## src/rtl/cpu_core_pipe.sv

```systemverilog
// Two-stage pipelined core: decode/operand fetch with write-back forwarding, then ALU/write-back.
// Includes ZERO/CARRY flags, a RUN/HALTED control FSM and a retired-instruction counter.
module cpu_core_pipe #(
    parameter int DATA_W     = 8,
    parameter int REG_ADDR_W = 3,
    parameter int CNT_W      = 16,
    localparam int INSTR_W   = 6 + 3 * REG_ADDR_W + 1
) (
    input  logic                  clk,
    input  logic                  rst_n,
    input  logic                  instr_valid,
    output logic                  instr_ready,
    input  logic [INSTR_W-1:0]    instruction,
    input  logic                  resume,
    output logic [DATA_W-1:0]     result_out,
    output logic                  result_valid,
    output logic [REG_ADDR_W-1:0] result_rd,
    output logic                  flag_zero,
    output logic                  flag_carry,
    output logic                  illegal_op,
    output logic                  halted,
    output logic [CNT_W-1:0]      retired_cnt,
    output logic [REG_ADDR_W-1:0] dbg_rs,
    output logic [REG_ADDR_W-1:0] dbg_rt,
    output logic [DATA_W-1:0]     dbg_data1,
    output logic [DATA_W-1:0]     dbg_data2,
    output logic [5:0]            dbg_alu_op
);

    localparam int NUM_REGS = 2 ** REG_ADDR_W;
    localparam int SH_W     = (DATA_W > 1) ? $clog2(DATA_W) : 1;

    localparam logic [5:0] OP_ADD  = 6'h00;
    localparam logic [5:0] OP_SUB  = 6'h01;
    localparam logic [5:0] OP_AND  = 6'h02;
    localparam logic [5:0] OP_OR   = 6'h03;
    localparam logic [5:0] OP_XOR  = 6'h04;
    localparam logic [5:0] OP_SLL  = 6'h05;
    localparam logic [5:0] OP_SRL  = 6'h06;
    localparam logic [5:0] OP_SLTU = 6'h07;
    localparam logic [5:0] OP_HALT = 6'h3F;

    typedef enum logic {
        RUN    = 1'b0,
        HALTED = 1'b1
    } state_t;

    // Handshake: an instruction transfers on a rising edge where instr_valid && instr_ready;
    // instr_valid is ignored (not queued) whenever instr_ready is low.
    state_t                  state, state_nxt;
    logic                    accept;
    logic                    id_valid;
    logic [INSTR_W-1:0]      id_instr;
    logic [5:0]              id_op;
    logic [REG_ADDR_W-1:0]   id_rs, id_rt, id_rd;
    logic [DATA_W-1:0]       op_a, op_b;
    logic [DATA_W-1:0]       alu_res;
    logic                    alu_carry;
    logic                    alu_legal;
    logic                    alu_halt;
    logic [DATA_W-1:0]       rf [NUM_REGS];
    logic                    instr_unused;

    assign instr_unused = id_instr[0];

    assign instr_ready = (state == RUN);
    assign halted      = (state == HALTED);
    assign accept      = instr_valid && instr_ready;

    assign id_op = id_instr[INSTR_W-1 -: 6];
    assign id_rs = id_instr[INSTR_W-7 -: REG_ADDR_W];
    assign id_rt = id_instr[INSTR_W-7-REG_ADDR_W -: REG_ADDR_W];
    assign id_rd = id_instr[INSTR_W-7-2*REG_ADDR_W -: REG_ADDR_W];

    // The result register doubles as the WB stage, so it is the forwarding source.
    always_comb begin
        op_a = rf[id_rs];
        op_b = rf[id_rt];
        if (result_valid && (result_rd == id_rs)) op_a = result_out;
        if (result_valid && (result_rd == id_rt)) op_b = result_out;
        if (id_rs == '0) op_a = '0;
        if (id_rt == '0) op_b = '0;
    end

    always_comb begin
        alu_res   = '0;
        alu_carry = 1'b0;
        alu_legal = 1'b1;
        alu_halt  = 1'b0;
        case (id_op)
            OP_ADD:  {alu_carry, alu_res} = {1'b0, op_a} + {1'b0, op_b};
            OP_SUB:  {alu_carry, alu_res} = {1'b0, op_a} - {1'b0, op_b};
            OP_AND:  alu_res = op_a & op_b;
            OP_OR:   alu_res = op_a | op_b;
            OP_XOR:  alu_res = op_a ^ op_b;
            OP_SLL:  alu_res = op_a << op_b[SH_W-1:0];
            OP_SRL:  alu_res = op_a >> op_b[SH_W-1:0];
            OP_SLTU: alu_res = (op_a < op_b) ? DATA_W'(1) : '0;
            OP_HALT: begin
                alu_legal = 1'b0;
                alu_halt  = 1'b1;
            end
            default: alu_legal = 1'b0;
        endcase
    end

    always_ff @(posedge clk or negedge rst_n) begin
        if (!rst_n) state <= RUN;
        else        state <= state_nxt;
    end

    // A resume on the HALT acceptance edge is seen while still in RUN, so HALTED lasts >= 1 cycle.
    always_comb begin
        state_nxt = state;
        case (state)
            RUN:     if (accept && (instruction[INSTR_W-1 -: 6] == OP_HALT)) state_nxt = HALTED;
            HALTED:  if (resume) state_nxt = RUN;
            default: state_nxt = RUN;
        endcase
    end

    always_ff @(posedge clk or negedge rst_n) begin
        if (!rst_n) begin
            id_valid     <= 1'b0;
            id_instr     <= '0;
            result_valid <= 1'b0;
            result_out   <= '0;
            result_rd    <= '0;
            flag_zero    <= 1'b0;
            flag_carry   <= 1'b0;
            illegal_op   <= 1'b0;
            retired_cnt  <= '0;
        end else begin
            id_valid     <= accept;
            if (accept) id_instr <= instruction;
            result_valid <= id_valid && alu_legal;
            illegal_op   <= id_valid && !alu_legal && !alu_halt;
            if (id_valid && alu_legal) begin
                result_out  <= alu_res;
                result_rd   <= id_rd;
                flag_zero   <= (alu_res == '0);
                retired_cnt <= retired_cnt + CNT_W'(1);
                if ((id_op == OP_ADD) || (id_op == OP_SUB)) flag_carry <= alu_carry;
            end
        end
    end

    // R0 is never written, so it holds its reset value of zero.
    always_ff @(posedge clk or negedge rst_n) begin
        if (!rst_n) begin
            for (int i = 0; i < NUM_REGS; i++) rf[i] <= DATA_W'(i);
        end else if (result_valid && (result_rd != '0)) begin
            rf[result_rd] <= result_out;
        end
    end

    assign dbg_rs     = id_rs;
    assign dbg_rt     = id_rt;
    assign dbg_data1  = op_a;
    assign dbg_data2  = op_b;
    assign dbg_alu_op = id_op;

endmodule

```

## config.mk

```make
export PLATFORM = sky130hd
export DESIGN_NAME = cpu_core_pipe
export DESIGN_NICKNAME = d
export VERILOG_FILES = /design/src/rtl/cpu_core_pipe.sv
export SDC_FILE = /design/constraint.sdc
export NUM_CORES = 1
export LEC_CHECK = 0
export ABC_AREA = 1
export ABC_CLOCK_PERIOD_IN_PS = 3450
export CAP_MARGIN = 10
export CORE_MARGIN = 2
export CORE_UTILIZATION = 44
export DETAILED_ROUTE_END_ITERATION = 10
export PLACE_DENSITY = 0.63
export SETUP_SLACK_MARGIN = 0.05
export SLEW_MARGIN = 20
export SYNTH_ARGS = -nofsm -noshare
export SYNTH_HDL_FRONTEND = slang
export SYNTH_SLANG_ARGS = --single-unit
```

## constraint.sdc

```tcl
create_clock -name clk -period 3.45 [get_ports clk]
set_input_delay 1.035 -clock clk [delete_from_list [all_inputs] [get_ports clk]]
set_output_delay 1.035 -clock clk [all_outputs]
set_load 0.01 [all_outputs]
```

==> results of run 1 <==
cell families after synthesis:
group,count (synthesis),share of synthesized area
AO/OA/AOI/OAI,165,0.125
AND/OR/NAND/NOR,585,0.337
multiplexers,1,0.00152
flip-flops,112,0.380
adder cells (fa/ha/maj),28,0.0492
XOR/XNOR,15,0.0177
buffers and inverters,153,0.0900
flip-flops by register name (all words and copies together) (netlist names):
register	cells
result_rd	3
illegal_op	1
rf	64
retired_cnt	16
id_valid	1
halted	1
flag_carry	1
id_instr	15
result_out	8
flag_zero	1
result_valid	1
metrics by stage:
| stage | instances | hold WS (ns) | instance area [um2] |
|---|---|---|---|
| after floorplan | 1059 | 0.442 | 7430 |
| after global placement | 1407 | 0.391 | 9010 |
| after detailed placement | 1407 | 0.390 | 9010 |
| after CTS | 1430 | 0.408 | 9380 |
| after global routing | 1436 | 0.423 | 9600 |
| final | 1436 | 0.408 | 9600 |
per-layer routing:
layer | up-vias | track usage | wire length (um)
met5 | - | 0 | 0
li1 | 3751 | - | -
met4 | 0 | 0.0674 | 503
met1 | 3560 | 0.406 | 11200
met3 | 35 | 0.0446 | 1770
met2 | 273 | 0.407 | 10600
path summary, 6_finish.rpt:
check	from	endpoint	slack [ns]	depth (start not counted)
setup / recovery	id_instr[5]$_DFFE_PN0P_	flag_zero$_DFFE_PN0P_	0.15	24
hold / removal	rf[56]$_DFFE_PN0P_	rf[56]$_DFFE_PN0P_	0.41	0
setup reg to reg	id_instr[5]$_DFFE_PN0P_	flag_zero$_DFFE_PN0P_	0.15	24
hold reg to reg	rf[56]$_DFFE_PN0P_	rf[56]$_DFFE_PN0P_	0.41	0
max in group asynchronous	rst_n	result_rd[2]$_DFFE_PN0P_	2.09	2
min in group asynchronous	rst_n	rf[30]$_DFFE_PN0P_	0.59	1
where the power goes:
part | leakage [uW] | switching, uW | total (uW) | internal [uW]
clock | 0.000139 | 507 | 1010 | 500
combinational | 0.00304 | 1220 | 2180 | 961
sequential | 0.00147 | 182 | 1690 | 1510
total | 0.00464 | 1910 | 4880 | 2970
repair_timing:
| action | CTS | global route |
|---|---|---|
| setup endpoints to repair | 17 | 13 |
| hold buffers | 0 | 0 |
| setup buffers | 6 | 6 |
| resized for setup | 34 | 57 |
| cloned | 1 | 0 |
| pin swaps | 5 | 23 |
synth_stat cells, types with 2 or more instances:
library cell and count:
nand2_1 338, nand3_1 132, dfrtp_1 100, o21ai_0 87, inv_1 83, nor2_1 67, a21oi_1 40, clkbuf_1 28
ha_1 26, buf_4 15, nand2_2 13, buf_2 12, dfstp_2 12, o211ai_1 12, inv_2 10, nand4_1 9
nor3_1 9, xor2_1 9, o22ai_1 7, xnor2_1 6, nor2_2 4, nor2_4 4, a32o_1 3, buf_6 3
a22oi_1 2, a31oi_1 2, fa_1 2, nor4_1 2, o21ai_1 2, o221ai_1 2, or2_2 2
final cells by class:
| cell class | count | area [um2] |
|---|---|---|
| inverters | 94 | 358 |
| fillers | 1574 | 6920 |
| flip-flops and latches | 112 | 2820 |
| clock inverters | 7 | 53.8 |
| clock buffers | 9 | 225 |
| well taps | 220 | 275 |
| multi-input cells | 794 | 4120 |
| repair buffers | 200 | 1750 |
==> impl_metrics.ini, run 1 <==
[synthesis]
yosysWarnings = 0
synth_cell_type_count = 47
synth_top_area_cell = dfrtp_1
ys_seq_area_frac = 0.380
ys.flop_type = dfrtp_1
avgSynthCellArea_um2 = 7.01
syn-num-nets = 1107
ys_seq_elements = 112
synthCells = 1059
netlist_area_um2 = 7420
synth_area_leaders = dfrtp_1, nand2_1, nand3_1, o21ai_0, ha_1
synth.top_cell.area_share = 0.337
synth_edf_count = 0
async_reset_ff_frac = 1.00

[critical_path]
path_cells = buf_6, nand2_1, nand2_2, nor2_4, nand2_4, buf_4, nand2_1, a21oi_2, nor3_2, inv_1, ha_4, buf_6, inv_2, nor3_2, nand2_1, o211ai_1, nand2_1, nand3_2, nand2_1, nor2_2, nand3_1, nor2_1, nand2_1, nand2_1
cp_slowest_stage_delay_ns = 0.42
slowest_stage = dfrtp_1
crit_fanout = 10
crit_family = simple AND/OR/NAND/NOR gates
arrival_ns = 3.60
setup.worst_path.end_class = flip-flop
cp_data_required_time_ns = 3.75
cp-start-kind = flip-flop
crit_buf_inv = 5
crit_type = flip-flop to flip-flop
cpMostUsedCell = nand2_1

[sta]
slew_violations = 0
hold_viol_final = 0
slew_headroom = 0.468
fmax_mhz = 303
rsz0062_at_grt = true
period_minus_slack_ns = 3.30
timing.final.ws_setup_ns = 0.146
finalCritPeriodShare = 0.958
finalSetupViolCount = 0
tns_ns = 0
skew_ns = 0.0152
tightest_slew_ns = 0.796

[global_route]
grt_pass1_vias = 6965
grt_util_all_layers = 0.271
overflow = 0
antenna_found_initial = 0
grt_pass1_wl_um = 38000
grt_max_degree = 56

[job]
maxCapViolCount = 0

[layout]
final_cell_mix = nand2_1, nand3_1, buf_4, dfrtp_1, o21ai_0
syn2layout_area_growth_pct = 29.4
utilization = 0.581
drive_above_1_share = 0.192
final_common_cell = nand2_1
antennaDiodeCount = 0
nNetsFinal = 1259

[place]
gp_congestion = 0.969
pre_cts_ws_ns = -0.0162
io_buffers = 79
dpl.hpwl_um = 17700

[detailed_routing]
routedWlPerCell_um = 16.7
drcViolationCount = 0
routed_wl_um = 24000
final_antenna_net_count = 0
dr_total_vias = 7619
drt_iter0_drc = 845
first_pass_iters = 6
via_per_inst = 5.31

[floorplanning]
die_y_um = 134
design.core.area_um2 = 16500
start_util = 0.449
die-area_um2 = 17900
std_cell_rows = 47
die_x_um = 134
pin_count = 81

[power]
power.total_uw = 4880
irDropWorstVdd_v = 0.000316
power_leakage_uw = 0.00464
p_per_area_nw_per_um2 = 509

[cts]
cts_max_level = 3
clk_pin_slew_ns = 0.08
cts.sinks = 112
ctsRootBufferMaster = clkbuf_16
cts_max_path_buffers = 2
numCtsBuffers = 9
tritoncts = yes
clock_latency_ns = 0.36

[outcome]
status = finished, final reports clean

[hold_path]
hp-class = flip-flop to flip-flop
(Power assumes the default switching activity.)
==> run 2, diff against run 1 <==
- ABC_CLOCK_PERIOD_IN_PS: 3450 -> 2800
- clock period: 3.45 -> 2.8 ns (I/O delays scaled with it)
==> run 2 against run 1 <==
Against the previous run:
- the run now ends with negative setup slack left
- utilization grew 8.2 points
- via count increased by 6.7%
- clock skew down 0.0039 ns
- critical path type unchanged
- critical endpoint is now flag_carry$_DFFE_PN0P_
- largest cell class unchanged
- largest power group unchanged
==> impl_metrics.ini, run 2 (same netlist as run 1, synthesis figures left out) <==
[outcome]
status = finished, violations left
violations = negative setup slack

[layout]
utilization = 0.663
nNetsFinal = 1336
top_register = rf
drive_above_1_share = 0.325
syn2layout_area_growth_pct = 47.6
final_cell_mix = nand2_1, buf_4, nand3_1, dfrtp_1, o21ai_0
final_area_um2 = 11000
antennaDiodeCount = 0
final_common_cell = nand2_1
fillers = 1395
largest_reg_flops = 64
reg_top3 = rf: 64 flops, retired_cnt: 16 flops, id_instr: 15 flops

[sta]
skew_ns = 0.0113
rsz0062_at_grt = true
timing.final.ws_setup_ns = -0.554
period_minus_slack_ns = 3.35
finalCritPeriodShare = 1.20
timing.hold.ws_ns = 0.416
hold_viol_final = 0
slew_headroom = 0.541
slew_violations = 0
finalSetupViolCount = 20
fmax_mhz = 298
tightest_slew_ns = 0.687

[critical_path]
crit_type = flip-flop to flip-flop
cp_slowest_stage_delay_ns = 0.42
cp_data_required_time_ns = 3.05
reg2reg_setup_slack_ns = -0.55
crit_fanout = 6
arrival_ns = 3.60
slowest_stage = dfrtp_2
crit_family = simple AND/OR/NAND/NOR gates
cpMostUsedCell = nand2_2
setup.worst_path.end_class = flip-flop
crit_buf_inv = 7
cp-start-kind = flip-flop
path_cells = inv_4, buf_6, nand2_2, nand2_2, nor2_4, nand2_4, buf_12, nand2_4, a21oi_4, nor3_4, buf_6, inv_4, ha_4, nand2_2, nor3_2, nand2_1, o211ai_1, nand2_1, buf_4, buf_4, o211ai_1, o21ai_2, mux2_4

[detailed_routing]
via_per_inst = 5.37
routedWlPerCell_um = 17.0
final_antenna_net_count = 0
first_pass_iters = 5
routed_wl_um = 25700
drt_iter0_drc = 570
dr_total_vias = 8126
drcViolationCount = 0

[hold_path]
hp-class = input pin to async pin

[power]
p_clk_frac = 0.208
power.internal_uw = 4300
irDropWorstVdd_v = 0.000449
combPwrFrac = 0.492
power_frac_seq = 0.301
switchingPower_uw = 2640
power_leakage_uw = 0.00516
p_per_area_nw_per_um2 = 634
switching_share = 0.380
power.total_uw = 6940

[job]
maxCapViolCount = 0

[cts]
ctsHoldBuffers = 0
clk_pin_slew_ns = 0.08
cts_max_path_buffers = 2
tritoncts = yes
numCtsBuffers = 9
ctsRootBufferMaster = clkbuf_16
clock_latency_ns = 0.37
cts_max_level = 3
cts.sinks = 112

[global_route]
grt_util_all_layers = 0.290
grt_pass1_wl_um = 40800
grt_pass1_vias = 7873
antenna_found_initial = 0
overflow = 0
grt_max_degree = 62

[floorplanning]
die_x_um = 134
std_cell_rows = 47
design.core.area_um2 = 16500
die_y_um = 134
die-area_um2 = 17900
start_util = 0.449
pin_count = 81

[place]
gp_congestion = 0.961
io_buffers = 79
dpl.hpwl_um = 18800
dpl_cell_area_um2 = 9620
==> run 2: cell type report <==
cell class                 count  area [um2]  area share
clock buffer                  11         243      0.0222
clock inverter                 5        88.8     0.00811
inverter                      94         385      0.0352
multi-input combinational    794        4570       0.417
sequential                   112        2830       0.258
tap                          220         275      0.0251
timing repair buffer         277        2560       0.234
==> run 2: final timing paths <==
kind / to / cells past startpoint / start
setup / recovery: flag_carry$_DFFE_PN0P_ / 23 / id_instr[4]$_DFFE_PN0P_
hold / removal: rf[4]$_DFFE_PN0P_ / 1 / rst_n
setup reg to reg: flag_carry$_DFFE_PN0P_ / 23 / id_instr[4]$_DFFE_PN0P_
hold reg to reg: rf[56]$_DFFE_PN0P_ / 0 / rf[56]$_DFFE_PN0P_
max in group asynchronous: rf[32]$_DFFE_PN1P_ / 2 / rst_n
min in group clk: rf[56]$_DFFE_PN0P_ / 0 / rf[56]$_DFFE_PN0P_
==> run 2: power groups by stage <==
stage	logic (uW)	clock network, uW	registers, uW
after floorplan	1480	0	2090
after CTS	3150	1470	2070
after global placement	2790	0	2100
after global routing	3680	1520	2120
final	3410	1440	2090
after detailed placement	2830	0	2100
==> run 2: repair_timing <==
action / in CTS / in global routing
buffers inserted: 31 / 15
gates resized for setup: 180 / 95
gates cloned: 0 / 0
pin swaps: 50 / 56
setup endpoints to repair: 26 / 26
==> run 2: routing by layer <==
metal	GRT usage	vias up	wire [um]
met5	0	-	0
met4	0.107	0	639
met3	0.0525	53	1760
met2	0.461	311	12000
met1	0.398	3854	11300
li1	-	3908	-
==> run 2: worst register-to-register path, stage by stage (launching register included) <==
cell and delay (ns):
dfrtp_2 0.42, inv_4 0.08, buf_6 0.13, nand2_2 0.05
nand2_2 0.06, nor2_4 0.14, nand2_4 0.08, buf_12 0.14
nand2_4 0.06, a21oi_4 0.04, nor3_4 0.23, buf_6 0.13
inv_4 0.03, ha_4 0.29, nand2_2 0.07, nor3_2 0.14
nand2_1 0.07, o211ai_1 0.12, nand2_1 0.13, buf_4 0.15
buf_4 0.12, o211ai_1 0.17, o21ai_2 0.10, mux2_4 0.27
==> run 2: metrics by stage <==
| step | std cells | setup TNS, ns | setup slack, ns |
|---|---|---|---|
| 2_1_floorplan | 1059 | -0.0599 | -0.0599 |
| 3_3_place_gp | 1456 | -4.55 | -0.464 |
| 3_5_place_dp | 1456 | -5.82 | -0.524 |
| 4_1_cts | 1502 | -3.94 | -0.387 |
| 5_1_grt | 1513 | -7.26 | -0.731 |
| 6_report | 1513 | -4.65 | -0.554 |
==> run 3, diff against run 2 <==
- CTS_BUF_LIST: unset -> sky130_fd_sc_hd__clkbuf_2
==> run 3 against run 2 <==
Against the previous run:
- the flow still finishes with violations (negative setup slack)
- worst setup slack worse by 0.050 ns
- total power down 4.2%
- clock power down 39%
- utilization up 2.9 points
- combinational power up 7.6%
- wire length up 4.8%
- sequential share of layout area down 1.1 points
==> impl_metrics.ini, run 3 (same netlist as run 1, synthesis figures left out) <==
[outcome]
status = finished, violations left
violations = negative setup slack

[place]
io_buffers = 79
dp.cells = 1456
gp_congestion = 0.961
dpl_cell_area_um2 = 9620
pre_cts_ws_ns = -0.524
dpl.hpwl_um = 18800

[power]
combPwrFrac = 0.552
switching_share = 0.407
power_leakage_uw = 0.00543
power.internal_uw = 3940
switchingPower_uw = 2700
power_frac_seq = 0.316
irDropWorstVdd_v = 0.000365
power.total_uw = 6650
p_per_area_nw_per_um2 = 582
p_clk_frac = 0.132

[critical_path]
crit_family = buffers and inverters
r2r-end = flag_zero$_DFFE_PN0P_
slowest_stage = dfrtp_2
crit_buf_inv = 6
crit_type = flip-flop to output port
path_cells = clkinv_4, nand2_2, nand2_2, nor2_4, nand2_4, buf_4, buf_6, nand2_4, nor2_4, buf_4, nor2_4, buf_6, buf_6
r2r_start = id_instr[5]$_DFFE_PN0P_
reg2reg_setup_slack_ns = -0.59
cp-start-kind = flip-flop
arrival_ns = 2.56
crit_fanout = 6
cp_data_required_time_ns = 1.96
reg2regPathDepth = 21
setup.worst_path.end_class = output port
cp_slowest_stage_delay_ns = 0.49

[layout]
utilization = 0.692
nNetsFinal = 1370
final_common_cell = nand2_1
largest_reg_flops = 64
drive_above_1_share = 0.387
final_area_um2 = 11400
fillers = 1271
final_cell_mix = nand2_1, buf_4, dfrtp_1, nand3_1, o21ai_0
multi_input_area_um2 = 4850
stdcell_count = 1548
ff_latch_area_um2 = 2830
top_register = rf
reg_top3 = rf: 64 flops, retired_cnt: 16 flops, id_instr: 15 flops
syn2layout_area_growth_pct = 54.0

[cts]
ctsRootBufferMaster = clkbuf_2
tritoncts = yes
cts.sinks = 112
numCtsBuffers = 9
cts_max_path_buffers = 2
clk_pin_slew_ns = 0.33
cts_max_level = 3
clock_latency_ns = 0.67

[floorplanning]
die_y_um = 134
die-area_um2 = 17900
start_util = 0.449
std_cell_rows = 47
die_x_um = 134
design.core.area_um2 = 16500
pin_count = 81

[detailed_routing]
first_pass_iters = 6
routed_wl_um = 26900
dr_total_vias = 8362
routedWlPerCell_um = 17.4
drt_iter0_drc = 736
drcViolationCount = 0
final_antenna_net_count = 0
via_per_inst = 5.40

[global_route]
grt_max_degree = 62
grt_pass1_wl_um = 41800
overflow = 0
grt_pass1_vias = 8000
antenna_found_initial = 1
grt_util_all_layers = 0.298

[sta]
slew_headroom = 0.511
slew_violations = 0
rsz0062_at_grt = true
timing.final.ws_setup_ns = -0.604
fmax_mhz = 294
skew_ns = 0.0449
hold_viol_final = 0
finalCritPeriodShare = 1.22
finalSetupViolCount = 26
period_minus_slack_ns = 3.40
tightest_slew_ns = 0.732

[hold_path]
hp-class = input pin to async pin

[job]
maxCapViolCount = 0
[run 3: area by class of cell]
type                       instances  area share
clock inverter                     6     0.00810
multi-input combinational        794       0.425
timing repair buffer             311       0.258
antenna                            1    0.000219
sequential                       112       0.247
inverter                          94      0.0337
tap                              220      0.0241
clock buffer                      10     0.00438
[run 3: worst reg2reg max path, cell delays in order, from the launching register on]
cell	delay (ns)
dfrtp_1	0.51
inv_2	0.12
buf_12	0.15
o21ai_0	0.09
o221ai_1	0.27
o21ai_2	0.15
a21oi_4	0.21
buf_4	0.13
inv_2	0.04
ha_4	0.29
nand2_1	0.11
nor3_4	0.19
nand2_1	0.08
o211ai_1	0.14
nand2_1	0.17
nand2_1	0.09
o211ai_1	0.09
nor2_1	0.15
nand2_1	0.12
nor2_1	0.12
nand2_1	0.06
nand2_1	0.05
[run 3: worst max-delay path by stage]
stage / start / to / slack, ns / cells after the start
6_report: id_instr[4]$_DFFE_PN0P_ / dbg_data2[1] / -0.60 / 13
5_1_grt: id_instr[4]$_DFFE_PN0P_ / flag_zero$_DFFE_PN0P_ / -0.82 / 26
4_1_cts: id_instr[4]$_DFFE_PN0P_ / flag_zero$_DFFE_PN0P_ / -0.53 / 22
3_5_place_dp: id_instr[8]$_DFFE_PN0P_ / flag_zero$_DFFE_PN0P_ / -0.52 / 25
3_3_place_gp: id_instr[8]$_DFFE_PN0P_ / flag_zero$_DFFE_PN0P_ / -0.46 / 25
2_1_floorplan: id_instr[4]$_DFFE_PN0P_ / flag_zero$_DFFE_PN0P_ / -0.06 / 24
[run 3: power groups by stage]
stage	combinational [uW]	clock, uW	sequential [uW]
CTS	3260	899	2080
detailed placement	2830	0	2100
floorplan	1480	0	2090
global placement	2790	0	2100
global route	3940	942	2130
finish	3670	880	2100
[run 3: per-layer routing]
layer,track usage,wire [um]
met2,0.471,12700
met1,0.418,11600
met5,0,0
met3,0.0457,1800
met4,0.103,730
[run 3: per-stage QoR]
step	hold slack [ns]	setup TNS, ns
floorplan	0.442	-0.0599
detailed placement	0.399	-5.82
CTS	0.0356	-9.54
global placement	0.393	-4.55
global route	0.0283	-14.84
finish	0.0563	-11.48
[run 3: repair_timing]
item	in CTS	in global routing
pin swaps	61	73
buffers inserted	50	33
gates resized for setup	243	125
setup endpoints to repair	30	30
hold buffers	0	0
cloned	2	1
